`config.mk`:
```
export PLATFORM = sky130hd
export DESIGN_NAME = sdram_arbiter_flat
export DESIGN_NICKNAME = d
export VERILOG_FILES = /design/src/rtl/sdram_arbiter_pkg.sv /design/src/rtl/sdram_arbiter_if.sv /design/src/rtl/sdram_req_slot.sv /design/src/rtl/sdram_arbiter.sv /design/src/flat_wrapper.sv
export SDC_FILE = /design/constraint.sdc
export NUM_CORES = 1
export LEC_CHECK = 0
export ABC_AREA = 1
export ABC_CLOCK_PERIOD_IN_PS = 4500
export CAP_MARGIN = 20
export CORE_MARGIN = 2
export CORE_UTILIZATION = 50
export DETAILED_ROUTE_END_ITERATION = 6
export HOLD_SLACK_MARGIN = 0.12
export PLACE_DENSITY = 0.85
export SLEW_MARGIN = 15
export SYNTH_ARGS = -nofsm -noshare
export SYNTH_HDL_FRONTEND = slang
export SYNTH_SLANG_ARGS = --single-unit
```
`constraint.sdc`:
```
create_clock -name clk -period 4.5 [get_ports clk]
set_input_delay 0.9 -clock clk [delete_from_list [all_inputs] [get_ports clk]]
set_output_delay 0.9 -clock clk [all_outputs]
set_load 0.01 [all_outputs]
```
`src/rtl/sdram_arbiter_pkg.sv`:
```
// sdram_arbiter_pkg: shared constants and FSM state encoding for the SDRAM arbiter
package sdram_arbiter_pkg;
   localparam int ADDR_W = 25;
   localparam logic [7:0] RD_TIMEOUT_DATA = 8'hFF;
   typedef logic [1:0] arb_state_t;
   localparam arb_state_t IDLE     = 2'd0;
   localparam arb_state_t ISSUE_WR = 2'd1;
   localparam arb_state_t ISSUE_RD = 2'd2;
   localparam arb_state_t WAIT     = 2'd3;
endpackage

```
`src/rtl/sdram_arbiter_if.sv`:
```
// sdram_arbiter_if: download, renderer and SDRAM controller signals around the arbiter
interface sdram_arbiter_if import sdram_arbiter_pkg::*; #(parameter int AW = ADDR_W) ();
   logic          dl_active;
   logic [AW-1:0] dl_addr;
   logic [7:0]    dl_data;
   logic          dl_wr;
   logic          dl_wait;
   logic [AW-1:0] vfd_addr;
   logic          vfd_rd;
   logic [7:0]    vfd_data;
   logic          vfd_valid;
   logic [AW-1:0] mem_addr;
   logic [7:0]    mem_din;
   logic          mem_rd;
   logic          mem_we;
   logic [7:0]    mem_dout;
   logic          mem_ready;
   logic          err;
   modport slave (
      input  dl_active, dl_addr, dl_data, dl_wr, vfd_addr, vfd_rd, mem_dout, mem_ready,
      output dl_wait, vfd_data, vfd_valid, mem_addr, mem_din, mem_rd, mem_we, err
   );
   modport master (
      output dl_active, dl_addr, dl_data, dl_wr, vfd_addr, vfd_rd, mem_dout, mem_ready,
      input  dl_wait, vfd_data, vfd_valid, mem_addr, mem_din, mem_rd, mem_we, err
   );
endinterface

```
`src/rtl/sdram_req_slot.sv`:
```
// sdram_req_slot: one-deep request holding register with full flag
module sdram_req_slot #(parameter int W = 25) (
   input  logic         clk,
   input  logic         reset,
   input  logic         load,
   input  logic         clear,
   input  logic [W-1:0] payload,
   output logic         full,
   output logic [W-1:0] q
);
   // A slot being freed this edge may be refilled on the same edge, keeping streams gapless
   always_ff @(posedge clk or posedge reset)
      if (reset) begin
         full <= 1'b0;
         q    <= '0;
      end else if (load && (!full || clear)) begin
         full <= 1'b1;
         q    <= payload;
      end else if (clear) begin
         full <= 1'b0;
      end
endmodule

```
`src/rtl/sdram_arbiter.sv`:
```
// sdram_arbiter: shares one SDRAM port between HPS download writes and VFD pixel reads
module sdram_arbiter import sdram_arbiter_pkg::*; #(
   parameter int ADDR_W       = 25,
   parameter int MAX_WR_BURST = 4,
   parameter int TIMEOUT      = 255
) (
   input logic             clk,
   input logic             reset,
   sdram_arbiter_if.slave  bus
);
   localparam int TW = $clog2(TIMEOUT + 1);
   localparam int BW = $clog2(MAX_WR_BURST + 1);
   arb_state_t      state;
   logic [TW-1:0]   timer;
   logic [BW-1:0]   wr_burst;
   logic            rd_cmd;
   logic            wr_full, rd_full, rd_win, wr_win, timeout, done;
   logic [ADDR_W+7:0] wr_slot;
   logic [ADDR_W-1:0] rd_slot;
   sdram_req_slot #(.W(ADDR_W + 8)) u_wr_slot (
      .clk(clk), .reset(reset), .load(bus.dl_wr), .clear(done && !rd_cmd),
      .payload({bus.dl_data, bus.dl_addr}), .full(wr_full), .q(wr_slot)
   );
   sdram_req_slot #(.W(ADDR_W)) u_rd_slot (
      .clk(clk), .reset(reset), .load(bus.vfd_rd), .clear(done && rd_cmd),
      .payload(bus.vfd_addr), .full(rd_full), .q(rd_slot)
   );
   assign timeout     = timer == TW'(TIMEOUT);
   assign done        = state == WAIT && (bus.mem_ready || timeout);
   assign rd_win      = rd_full && (!bus.dl_active || !wr_full || wr_burst == BW'(MAX_WR_BURST));
   assign wr_win      = wr_full && !rd_win;
   assign bus.mem_rd  = state == ISSUE_RD;
   assign bus.mem_we  = state == ISSUE_WR;
   assign bus.dl_wait = wr_full;
   always_ff @(posedge clk or posedge reset)
      if (reset) begin
         state         <= IDLE;
         timer         <= '0;
         wr_burst      <= '0;
         rd_cmd        <= 1'b0;
         bus.mem_addr  <= '0;
         bus.mem_din   <= '0;
         bus.vfd_data  <= '0;
         bus.vfd_valid <= 1'b0;
         bus.err       <= 1'b0;
      end else begin
         bus.vfd_valid <= 1'b0;
         case (state)
            IDLE:
               if (rd_win) begin
                  state        <= ISSUE_RD;
                  rd_cmd       <= 1'b1;
                  bus.mem_addr <= rd_slot;
                  wr_burst     <= '0;
               end else if (wr_win) begin
                  state        <= ISSUE_WR;
                  rd_cmd       <= 1'b0;
                  bus.mem_addr <= wr_slot[ADDR_W-1:0];
                  bus.mem_din  <= wr_slot[ADDR_W +: 8];
                  // only writes that starve a waiting read count toward the burst limit
                  if (rd_full && wr_burst != BW'(MAX_WR_BURST)) wr_burst <= wr_burst + 1'b1;
               end
            ISSUE_WR, ISSUE_RD: begin
               state <= WAIT;
               timer <= '0;
            end
            default:
               if (done) begin
                  state <= IDLE;
                  if (rd_cmd) begin
                     bus.vfd_data  <= bus.mem_ready ? bus.mem_dout : RD_TIMEOUT_DATA;
                     bus.vfd_valid <= 1'b1;
                  end
                  if (!bus.mem_ready) bus.err <= 1'b1;
               end else begin
                  timer <= timer + 1'b1;
               end
         endcase
      end
endmodule
```
`src/flat_wrapper.sv`:
```
// flat-port wrapper written by rule: the top's interface ports become plain ports
module sdram_arbiter_flat import sdram_arbiter_pkg::*;
#(
   parameter int ADDR_W       = 25,
   parameter int MAX_WR_BURST = 4,
   parameter int TIMEOUT      = 255
)
  (clk, reset, bus_dl_active, bus_dl_addr, bus_dl_data, bus_dl_wr, bus_vfd_addr, bus_vfd_rd, bus_mem_dout, bus_mem_ready, bus_dl_wait, bus_vfd_data, bus_vfd_valid, bus_mem_addr, bus_mem_din, bus_mem_rd, bus_mem_we, bus_err);
  sdram_arbiter_if bus_i ();
  input logic clk;
  input logic reset;
  input wire logic [$bits(bus_i.dl_active)-1:0] bus_dl_active;
  input wire logic [$bits(bus_i.dl_addr)-1:0] bus_dl_addr;
  input wire logic [$bits(bus_i.dl_data)-1:0] bus_dl_data;
  input wire logic [$bits(bus_i.dl_wr)-1:0] bus_dl_wr;
  input wire logic [$bits(bus_i.vfd_addr)-1:0] bus_vfd_addr;
  input wire logic [$bits(bus_i.vfd_rd)-1:0] bus_vfd_rd;
  input wire logic [$bits(bus_i.mem_dout)-1:0] bus_mem_dout;
  input wire logic [$bits(bus_i.mem_ready)-1:0] bus_mem_ready;
  output wire logic [$bits(bus_i.dl_wait)-1:0] bus_dl_wait;
  output wire logic [$bits(bus_i.vfd_data)-1:0] bus_vfd_data;
  output wire logic [$bits(bus_i.vfd_valid)-1:0] bus_vfd_valid;
  output wire logic [$bits(bus_i.mem_addr)-1:0] bus_mem_addr;
  output wire logic [$bits(bus_i.mem_din)-1:0] bus_mem_din;
  output wire logic [$bits(bus_i.mem_rd)-1:0] bus_mem_rd;
  output wire logic [$bits(bus_i.mem_we)-1:0] bus_mem_we;
  output wire logic [$bits(bus_i.err)-1:0] bus_err;
  assign bus_i.dl_active = bus_dl_active;
  assign bus_i.dl_addr = bus_dl_addr;
  assign bus_i.dl_data = bus_dl_data;
  assign bus_i.dl_wr = bus_dl_wr;
  assign bus_i.vfd_addr = bus_vfd_addr;
  assign bus_i.vfd_rd = bus_vfd_rd;
  assign bus_i.mem_dout = bus_mem_dout;
  assign bus_i.mem_ready = bus_mem_ready;
  assign bus_dl_wait = bus_i.dl_wait;
  assign bus_vfd_data = bus_i.vfd_data;
  assign bus_vfd_valid = bus_i.vfd_valid;
  assign bus_mem_addr = bus_i.mem_addr;
  assign bus_mem_din = bus_i.mem_din;
  assign bus_mem_rd = bus_i.mem_rd;
  assign bus_mem_we = bus_i.mem_we;
  assign bus_err = bus_i.err;
  sdram_arbiter #(.ADDR_W(ADDR_W), .MAX_WR_BURST(MAX_WR_BURST), .TIMEOUT(TIMEOUT)) u_core (.clk(clk), .reset(reset), .bus(bus_i));
endmodule
```
==> results of run 1 <==
cells in the mapped netlist:
cell	count
a21oi_1	3
a31oi_1	25
buf_2	9
buf_4	5
buf_6	2
clkbuf_1	13
dfrtp_1	117
ha_1	8
inv_1	13
inv_2	4
nand2_1	228
nand2_2	2
nand2_4	4
nand3_1	75
nand3_2	1
nand3_4	1
nand3b_1	1
nor2_1	38
o21ai_0	19
o21bai_1	1
or2_1	1
or2_2	3
xor2_1	5
final cells by class:
class                   instances  share of cell area, %
flip-flops and latches        117                   42.4
clock inverters                 8                   2.12
clock buffers                  23                   6.91
repair buffers                120                   17.5
multi-input cells             415                   27.7
inverters                      17                  0.961
well taps                     133                   2.41
routing by layer:
metal / up-vias / part of all wire (%) / wire length (µm)
li1: 2089 / - / -
met4: 0 / 2.3 / 306
met3: 33 / 5.8 / 754
met1: 2193 / 41 / 5400
met2: 181 / 51 / 6630
met5: - / 0 / 0
placed cells by master (no fill, tap or decap), drive strengths merged:
cell and n:
a21oi 3, a31oi 25, ha 8, inv 17, clkdlybuf4s50 117, clkinv 3
buf 3, or2 4, nand3b 1, nor2 38, o21ai 19, clkbuf 23
clkinvlp 1, nand3 77, o21bai 1, bufinv 4, xor2 5, nand2 234
dfrtp 117
flip-flops by register name, indices dropped and copies added (netlist names):
name	cells
u_core.state	2
u_core.u_rd_slot.q	25
u_core.rd_cmd	1
u_core.timer	8
u_core.bus.err	1
u_core.bus.vfd_valid	1
u_core.bus.mem_addr	25
u_core.bus.vfd_data	8
u_core.u_rd_slot.full	1
u_core.wr_burst	3
u_core.u_wr_slot.q	33
u_core.u_wr_slot.full	1
u_core.bus.mem_din	8
power by group:
part	internal (W)	total, W	switching (W)
clock	0.000954	0.00141	0.000461
combinational	0.000817	0.00196	0.00114
sequential	0.00155	0.00187	0.000323
final timing paths:
check / end / slack [ns] / from / depth (start not counted)
max in group asynchronous: u_core.u_rd_slot.q[0] / 2.88 / reset / 3
worst max-delay path: bus_dl_wait / 1.81 / u_core.u_wr_slot.full / 1
min in group asynchronous: u_core.bus.mem_addr[21] / 0.83 / reset / 2
worst min-delay path: u_core.u_rd_slot.q[12] / 0.47 / u_core.u_rd_slot.q[12] / 2
worst max register to register: u_core.bus.mem_din[6] / 2.26 / u_core.u_wr_slot.full / 7
worst min register to register: u_core.u_rd_slot.q[12] / 0.47 / u_core.u_rd_slot.q[12] / 2
cells by family (layout without fill, tap and decap cells):
group | after synthesis | count (layout) | share of synthesized area [%]
compound gates | 48 | 48 | 5.42
xor+xnor | 5 | 5 | 0.866
fa+ha+maj | 8 | 8 | 1.98
buf+inv | 46 | 168 | 4.31
flops | 117 | 117 | 57.9
simple gates | 354 | 354 | 29.5
metrics by stage:
step           instance area, µm²  hold slack, ns  power [W]  setup slack, ns
2_1_floorplan                5050           0.442    0.00303            0.499
3_3_place_gp                 6280           0.454    0.00369             1.75
3_5_place_dp                 6280           0.459    0.00380             1.67
4_1_cts                      6900           0.473    0.00525             1.81
5_1_grt                      6900           0.485    0.00559             1.74
6_report                     6900           0.468    0.00524             1.81
==> results.py, run 1 <==
metrics = {
    "yosys": {
        "syn_area_per_cell_um2": 8.75,
        "synthTopCellsByArea": "dfrtp_1 58%, nand2_1 17%, nand3_1 7.4%",
        "syn-num-nets": 658,
        "ys_warn_count": 0,
        "synth_top_area_share_pct": 57.9,
        "yosysSeqAreaShare_pct": 57.9,
        "ys_seq_elements": 117,
        "synth_cells": 578,
        "syn_area_um2": 5050,
        "synth_top_area_cell": "dfrtp_1",
        "yosysUniqueCellTypes": 23,
    },
    "critical_path": {
        "worst_ep_required_time_ns": 3.60,
        "slowest_delay_ns": 0.64,
        "cp_top_family": "buffers and inverters",
        "crit_type": "register to output port",
        "cp_data_arrival_time_ns": 1.79,
        "cp_num_buf_inv": 1,
        "crit_fanout": 14,
        "crit_slowest_cell": "clkdlybuf4s50_1",
        "path_cells": "clkdlybuf4s50_1",
        "end_kind": "output port",
        "worst_setup_path_start_kind": "register",
    },
    "clock_network": {
        "numCtsBuffers": 17,
        "ctsHtreeMaxLevel": 4,
        "insertion_delay_ns": 0.52,
        "cts_setup_buffers": 0,
        "root_buffer": "clkbuf_8",
        "clk_pin_slew_ns": 0.06,
        "holdBufCountCts": 0,
        "clkSinkCount": 117,
        "cts-resized-gates": 0,
        "clock_path_buffers": 2,
        "cts_tree": "built",
    },
    "layout": {
        "drive_gt1_share_pct": 7.00,
        "layout.area.seq_um2": 2930,
        "final_nets": 768,
        "nFillCells": 738,
        "diodes": 0,
        "final_cells": 833,
        "multi_input_area_um2": 1910,
        "post-route-util_pct": 70.6,
        "syn_to_final_growth_pct": 36.5,
    },
    "routing": {
        "post_drt_wl_per_cell_um": 15.7,
        "drtPass1Iterations": 5,
        "drc": 0,
        "viasPerCell": 5.40,
        "drt-total-wl_um": 13100,
        "drt_iter0_markers": 241,
        "detail-route-antenna-nets": 0,
        "dr_total_vias": 4496,
    },
    "grt": {
        "met1_usage_pct": 31.5,
        "grt_pass1_vias": 4542,
        "grt_pass1_wl_um": 21800,
        "gr-total-overflow": 0,
        "gr-usage-met2_pct": 41.8,
        "grt_max_degree": 66,
        "antenna_found_initial": 0,
        "use_met3_pct": 5.36,
        "grt.total_usage_pct": 25.1,
        "busiest_layer": "met2",
    },
    "sta": {
        "fmax_mhz": 372,
        "clock_skew_ns": 0.00744,
        "worst_pin_slew_ns": 0.975,
        "rsz0062_at_grt": "false",
        "finalCritPeriodShare_pct": 59.7,
        "slew_headroom_pct": 34.7,
        "period_minus_slack_ns": 2.69,
        "finalHoldViolations": 0,
        "final.setup.tns_ns": 0,
        "setup_violations": 0,
        "final-max-slew-violation-count": 0,
    },
    "place": {
        "hpwl_um": 8370,
        "post-place-cells": 802,
        "gp_congestion": 0.826,
        "portBuffers": 117,
    },
    "floorplanning": {
        "dieWidth_um": 105,
        "io_pins": 118,
        "rows": 36,
        "start_util_pct": 51.7,
        "fp.dieH_um": 105,
        "dieArea_um2": 10900,
        "core-area_um2": 9770,
    },
    "hold_path": {
        "hp-class": "register to register",
    },
    "pwr": {
        "power.density_nw_per_um2": 760,
        "peakVddDrop_mv": 0.384,
        "leakagePower_nw": 3.30,
    },
    "flow_run": {
        "cap_violations": 0,
    },
    "run_status": {
        "status": "finished, final reports clean",
    },
}
(Power assumes the default switching activity.)
==> inputs of run 2 (changes only) <==
ABC_CLOCK_PERIOD_IN_PS = 2500   (was 4500)
clock period = 2.5 ns   (was 4.5 ns; I/O delays follow)
==> run 2 against run 1 <==
  * Routed wire length grew 3.9%
  * Critical path depth is the same
  * Sequential cell count is the same
  * Critical endpoint unchanged
==> results.py, run 2 (synthesized netlist as in run 1, its figures left out) <==
metrics = {
    "run_status": {
        "status": "finished, final reports clean",
    },
    "layout": {
        "nFillCells": 684,
        "largest_reg_flops": 33,
        "top_regs": "u_core.u_wr_slot.q x33, u_core.bus.mem_addr x25, u_core.u_rd_slot.q x25",
        "final_common_cell": "nand2_1",
        "syn_to_final_growth_pct": 37.8,
        "drive_gt1_share_pct": 8.07,
        "diodes": 0,
        "layout_common_cells": "227 x nand2_1, 117 x clkdlybuf4s50_1, 117 x dfrtp_1",
        "regMostFlops": "u_core.u_wr_slot.q",
        "final_nets": 773,
    },
    "critical_path": {
        "slowest_delay_ns": 0.70,
        "worst_setup_path_start_kind": "register",
        "rr_worst_depth": 10,
        "cp_top_family": "flip-flops",
        "path_cells": "clkdlybuf4s50_1",
        "crit_type": "register to output port",
        "crit_slowest_cell": "dfrtp_1",
        "cp_num_buf_inv": 1,
        "r2r-start": "u_core.timer[0]",
        "crit_fanout": 14,
        "cp_data_arrival_time_ns": 1.88,
        "end_kind": "output port",
        "worst_ep_required_time_ns": 2.00,
        "r2r_end": "u_core.u_rd_slot.q[21]",
        "r2r_slack_ns": 0.31,
    },
    "grt": {
        "grt_max_degree": 118,
        "grt_pass1_wl_um": 22100,
        "antenna_found_initial": 0,
        "grt_pass1_vias": 4606,
        "gr-total-overflow": 0,
        "grt.total_usage_pct": 26.0,
    },
    "pwr": {
        "peakVddDrop_mv": 0.779,
        "leakagePower_nw": 3.33,
        "power.density_nw_per_um2": 1390,
    },
    "sta": {
        "period_minus_slack_ns": 2.38,
        "finalCritPeriodShare_pct": 95.1,
        "worst_pin_slew_ns": 0.599,
        "finalHoldViolations": 0,
        "rsz0062_at_grt": "false",
        "setup_violations": 0,
        "final.setup.tns_ns": 0,
        "final-max-slew-violation-count": 0,
        "slew_headroom_pct": 59.9,
        "fin_hold_ws_ns": 0.471,
        "fmax_mhz": 421,
        "setup_slack_ns": 0.122,
        "clock_skew_ns": 0.00797,
    },
    "floorplanning": {
        "core-area_um2": 9770,
        "dieArea_um2": 10900,
        "fp.dieH_um": 105,
        "rows": 36,
        "io_pins": 118,
        "dieWidth_um": 105,
        "start_util_pct": 51.7,
    },
    "routing": {
        "detail-route-antenna-nets": 0,
        "wl_met1_um": 5450,
        "drt_iter0_markers": 360,
        "wl_met2_um": 6770,
        "viasPerCell": 5.40,
        "drtPass1Iterations": 6,
        "highest_layer": "met4",
        "drc": 0,
        "post_drt_wl_per_cell_um": 16.2,
        "dr_total_vias": 4528,
        "drt-total-wl_um": 13600,
        "met3_length_um": 1020,
    },
    "clock_network": {
        "insertion_delay_ns": 0.53,
        "clk_pin_slew_ns": 0.06,
        "cts_setup_buffers": 0,
        "numCtsBuffers": 17,
        "clkSinkCount": 117,
        "cts_tree": "built",
        "ctsHtreeMaxLevel": 4,
        "cts-resized-gates": 0,
        "root_buffer": "clkbuf_8",
        "clock_path_buffers": 2,
        "holdBufCountCts": 0,
    },
    "hold_path": {
        "hp-class": "register to register",
        "hold-path-cell-count": 2,
        "worstHoldStart": "u_core.u_rd_slot.q[0]",
        "worstHoldEndpoint": "u_core.u_rd_slot.q[0]",
    },
    "flow_run": {
        "cap_violations": 0,
    },
    "place": {
        "post-place-ws_ns": 0.194,
        "hpwl_um": 8670,
        "portBuffers": 117,
        "gp_congestion": 0.809,
    },
}
-- run 2: how the worst max path moves through the flow --
stage | start | endpoint | slack (ns) | depth (start not counted)
2_1_floorplan | reset | u_core.bus.err | 0.57 | 1
3_3_place_gp | bus_mem_ready | u_core.u_rd_slot.q[19] | 0.30 | 8
3_5_place_dp | bus_mem_ready | u_core.u_rd_slot.q[11] | 0.19 | 8
4_1_cts | u_core.u_wr_slot.full | bus_dl_wait | 0.09 | 1
5_1_grt | u_core.u_wr_slot.full | bus_dl_wait | 0.04 | 1
6_report | u_core.u_wr_slot.full | bus_dl_wait | 0.12 | 1
-- run 2: per-stage QoR --
step / std cells / power, W / util [%] / instance area (µm²)
global route: 839 / 0.0103 / 71.3 / 6970
global placement: 807 / 0.00672 / 64.8 / 6330
finish: 839 / 0.00965 / 71.3 / 6970
CTS: 839 / 0.00967 / 71.3 / 6970
detailed placement: 807 / 0.00695 / 64.8 / 6330
floorplan: 578 / 0.00546 / - / 5060
-- run 2: final cells by class --
cell class | instances | area [µm²] | area share, %
Sequential cell | 117 | 2930 | 42.0
Multi-Input combinational cell | 415 | 1910 | 27.4
Clock buffer | 19 | 442 | 6.34
Tap cell | 133 | 166 | 2.39
Clock inverter | 13 | 196 | 2.82
Timing Repair Buffer | 125 | 1260 | 18.0
Inverter | 17 | 67.6 | 0.970
-- run 2: worst reg2reg max path, stage by stage (launching register included) --
cell     delay, ns
dfrtp_1       0.39
ha_1          0.23
nand2_1       0.11
nor2_1        0.14
nand2_1       0.10
nand2_2       0.13
nand3_4       0.19
nand2_4       0.31
nand2_4       0.26
nand2_1       0.14
nand2_1       0.07
-- run 2: power breakdown --
part / internal, W / switching [W]
clock: 0.00169 / 0.000919
sequential: 0.00279 / 0.000610
combinational: 0.00155 / 0.00210
-- run 2: layer usage --
metal	global-route usage, %	vias to the layer above
met5	0	-
met4	11.6	0
met3	7.61	35
met2	42.8	213
met1	31.9	2173
li1	-	2107
==> inputs of run 3 (changes only) <==
CORE_MARGIN = 3   (was 2)
GPL_TIMING_DRIVEN = 0   (was not set)
==> run 3 against run 2 <==
  * Clock-buffer cell count is the same
  * Sequential cell count is the same
  * Clock skew hardly changed
  * Register-to-register slack better by 0.26 ns
  * Hold slack got worse by 0.14 ns
  * First-iteration DRC count increased by 0.56%
  * Setup slack better by 0.13 ns
  * Combinational power rose by 3%
  * Maximum frequency is 5.6% higher
==> results.py, run 3 (synthesized netlist as in run 1, its figures left out) <==
metrics = {
    "routing": {
        "drtPass1Iterations": 7,
        "drt_iter0_markers": 362,
        "drt-total-wl_um": 13500,
        "drc": 0,
        "detail-route-antenna-nets": 0,
        "viasPerCell": 5.28,
        "dr_total_vias": 4546,
        "post_drt_wl_per_cell_um": 15.7,
    },
    "sta": {
        "finalHoldViolations": 0,
        "fmax_mhz": 444,
        "worst_pin_slew_ns": 0.616,
        "final-max-slew-violation-count": 0,
        "rsz0062_at_grt": "false",
        "clock_skew_ns": 0.00834,
        "setup_violations": 0,
        "slew_headroom_pct": 58.9,
        "period_minus_slack_ns": 2.25,
        "final.setup.tns_ns": 0,
        "finalCritPeriodShare_pct": 90.0,
    },
    "clock_network": {
        "ctsHtreeMaxLevel": 4,
        "insertion_delay_ns": 0.51,
        "clk_pin_slew_ns": 0.06,
        "numCtsBuffers": 17,
        "root_buffer": "clkbuf_8",
        "clkSinkCount": 117,
        "holdBufCountCts": 0,
        "cts_setup_buffers": 0,
        "cts_tree": "built",
        "cts-resized-gates": 0,
        "clock_path_buffers": 2,
    },
    "layout": {
        "drive_gt1_share_pct": 9.20,
        "nFillCells": 697,
        "largest_reg_flops": 33,
        "regMostFlops": "u_core.u_wr_slot.q",
        "syn_to_final_growth_pct": 39.2,
        "layout_common_cells": "228 x nand2_1, 117 x dfrtp_1, 115 x clkdlybuf4s50_1",
        "top_regs": "u_core.u_wr_slot.q x33, u_core.bus.mem_addr x25, u_core.u_rd_slot.q x25",
        "diodes": 0,
        "final_nets": 795,
        "final_common_cell": "nand2_1",
    },
    "flow_run": {
        "cap_violations": 0,
    },
    "place": {
        "gp_congestion": 0.830,
        "hpwl_um": 9580,
        "portBuffers": 115,
    },
    "grt": {
        "gr-total-overflow": 0,
        "grt_pass1_wl_um": 22100,
        "grt_max_degree": 35,
        "antenna_found_initial": 0,
        "grt.total_usage_pct": 25.0,
        "grt_pass1_vias": 4632,
    },
    "floorplanning": {
        "io_pins": 118,
        "rows": 36,
        "start_util_pct": 51.5,
        "core-area_um2": 9820,
        "fp.dieH_um": 107,
        "dieArea_um2": 11400,
        "dieWidth_um": 107,
    },
    "critical_path": {
        "cp_data_arrival_time_ns": 1.75,
        "crit_fanout": 5,
        "crit_type": "register to output port",
        "end_kind": "output port",
        "cp_top_family": "buffers and inverters",
        "crit_slowest_cell": "clkdlybuf4s50_1",
        "cp_num_buf_inv": 2,
        "worst_ep_required_time_ns": 2.00,
        "cp_num_cells": 3,
        "worst_setup_path_start_kind": "register",
        "rr_worst_depth": 7,
        "slowest_delay_ns": 0.54,
        "path_cells": "inv_1 > ha_1 > clkdlybuf4s50_1",
    },
    "pwr": {
        "peakVddDrop_mv": 0.659,
        "power_w": 0.00954,
        "leakagePower_nw": 3.36,
        "power.density_nw_per_um2": 1360,
    },
    "hold_path": {
        "hp-class": "input port to register",
        "hold-path-cell-count": 3,
    },
    "run_status": {
        "status": "finished, final reports clean",
    },
}
-- run 3: changes by cell type in the layout (fill, tap and decap cells not counted), moves of 3 or more --
cell        before  now
clkbuf_1         0   13
buf_2            0    9
clkinv_2         0    4
clkinv_4         4    1
clkinvlp_4       3    6
inv_6            3    0
-- run 3: where the power goes --
group | internal [W] | switching [W]
sequential | 0.00279 | 0.000561
clock | 0.00156 | 0.000860
combinational | 0.00161 | 0.00216
total | 0.00596 | 0.00358
-- run 3: routing by layer --
| layer | part of all wire [%] | track usage [%] |
|---|---|---|
| met1 | 40 | 30.8 |
| met2 | 51 | 41.4 |
| met3 | 7.0 | 6.80 |
| met4 | 2.7 | 11.1 |
| met5 | 0 | 0 |
-- run 3: worst reg2reg max path: cells and delay by family, from the launching register on --
family,cells,cell delay [ns]
DFF,1,0.44
adders and majority gates,1,0.24
buffers and inverters,2,0.57
and+or+nand+nor,3,0.43
AOI/OAI and AO/OA,1,0.17
-- run 3: final cells by class --
cell class | count | area (µm²) | share of cell area, %
Sequential cell | 117 | 2930 | 41.6
Multi-Input combinational cell | 415 | 1910 | 27.1
Timing Repair Buffer | 118 | 1210 | 17.2
Clock buffer | 19 | 442 | 6.28
Tap cell | 133 | 166 | 2.37
Clock inverter | 13 | 156 | 2.22
Buffer | 29 | 154 | 2.19
Inverter | 17 | 67.6 | 0.961
-- run 3: final timing paths --
path,start,endpoint,slack [ns]
max,u_core.state[1],bus_mem_we,0.25
max in group asynchronous,reset,u_core.u_rd_slot.q[23],1.07
max reg2reg,u_core.state[0],u_core.bus.mem_addr[14],0.57
min in group asynchronous,reset,u_core.u_wr_slot.q[6],0.42
min,bus_vfd_rd,u_core.u_rd_slot.q[18],0.33
min reg2reg,u_core.u_wr_slot.q[19],u_core.u_wr_slot.q[19],0.47
-- run 3: metrics by stage --
stage | hold WS [ns] | utilization (%) | area, µm² | instances | setup slack [ns]
after floorplan | 0.442 | - | 5060 | 578 | 0.573
after global placement | 0.455 | 64.9 | 6380 | 826 | -0.427
after detailed placement | 0.460 | 65.5 | 6440 | 829 | 0.374
after CTS | 0.316 | 71.6 | 7030 | 861 | 0.213
after global routing | 0.337 | 71.6 | 7030 | 861 | 0.163
final | 0.335 | 71.6 | 7030 | 861 | 0.249
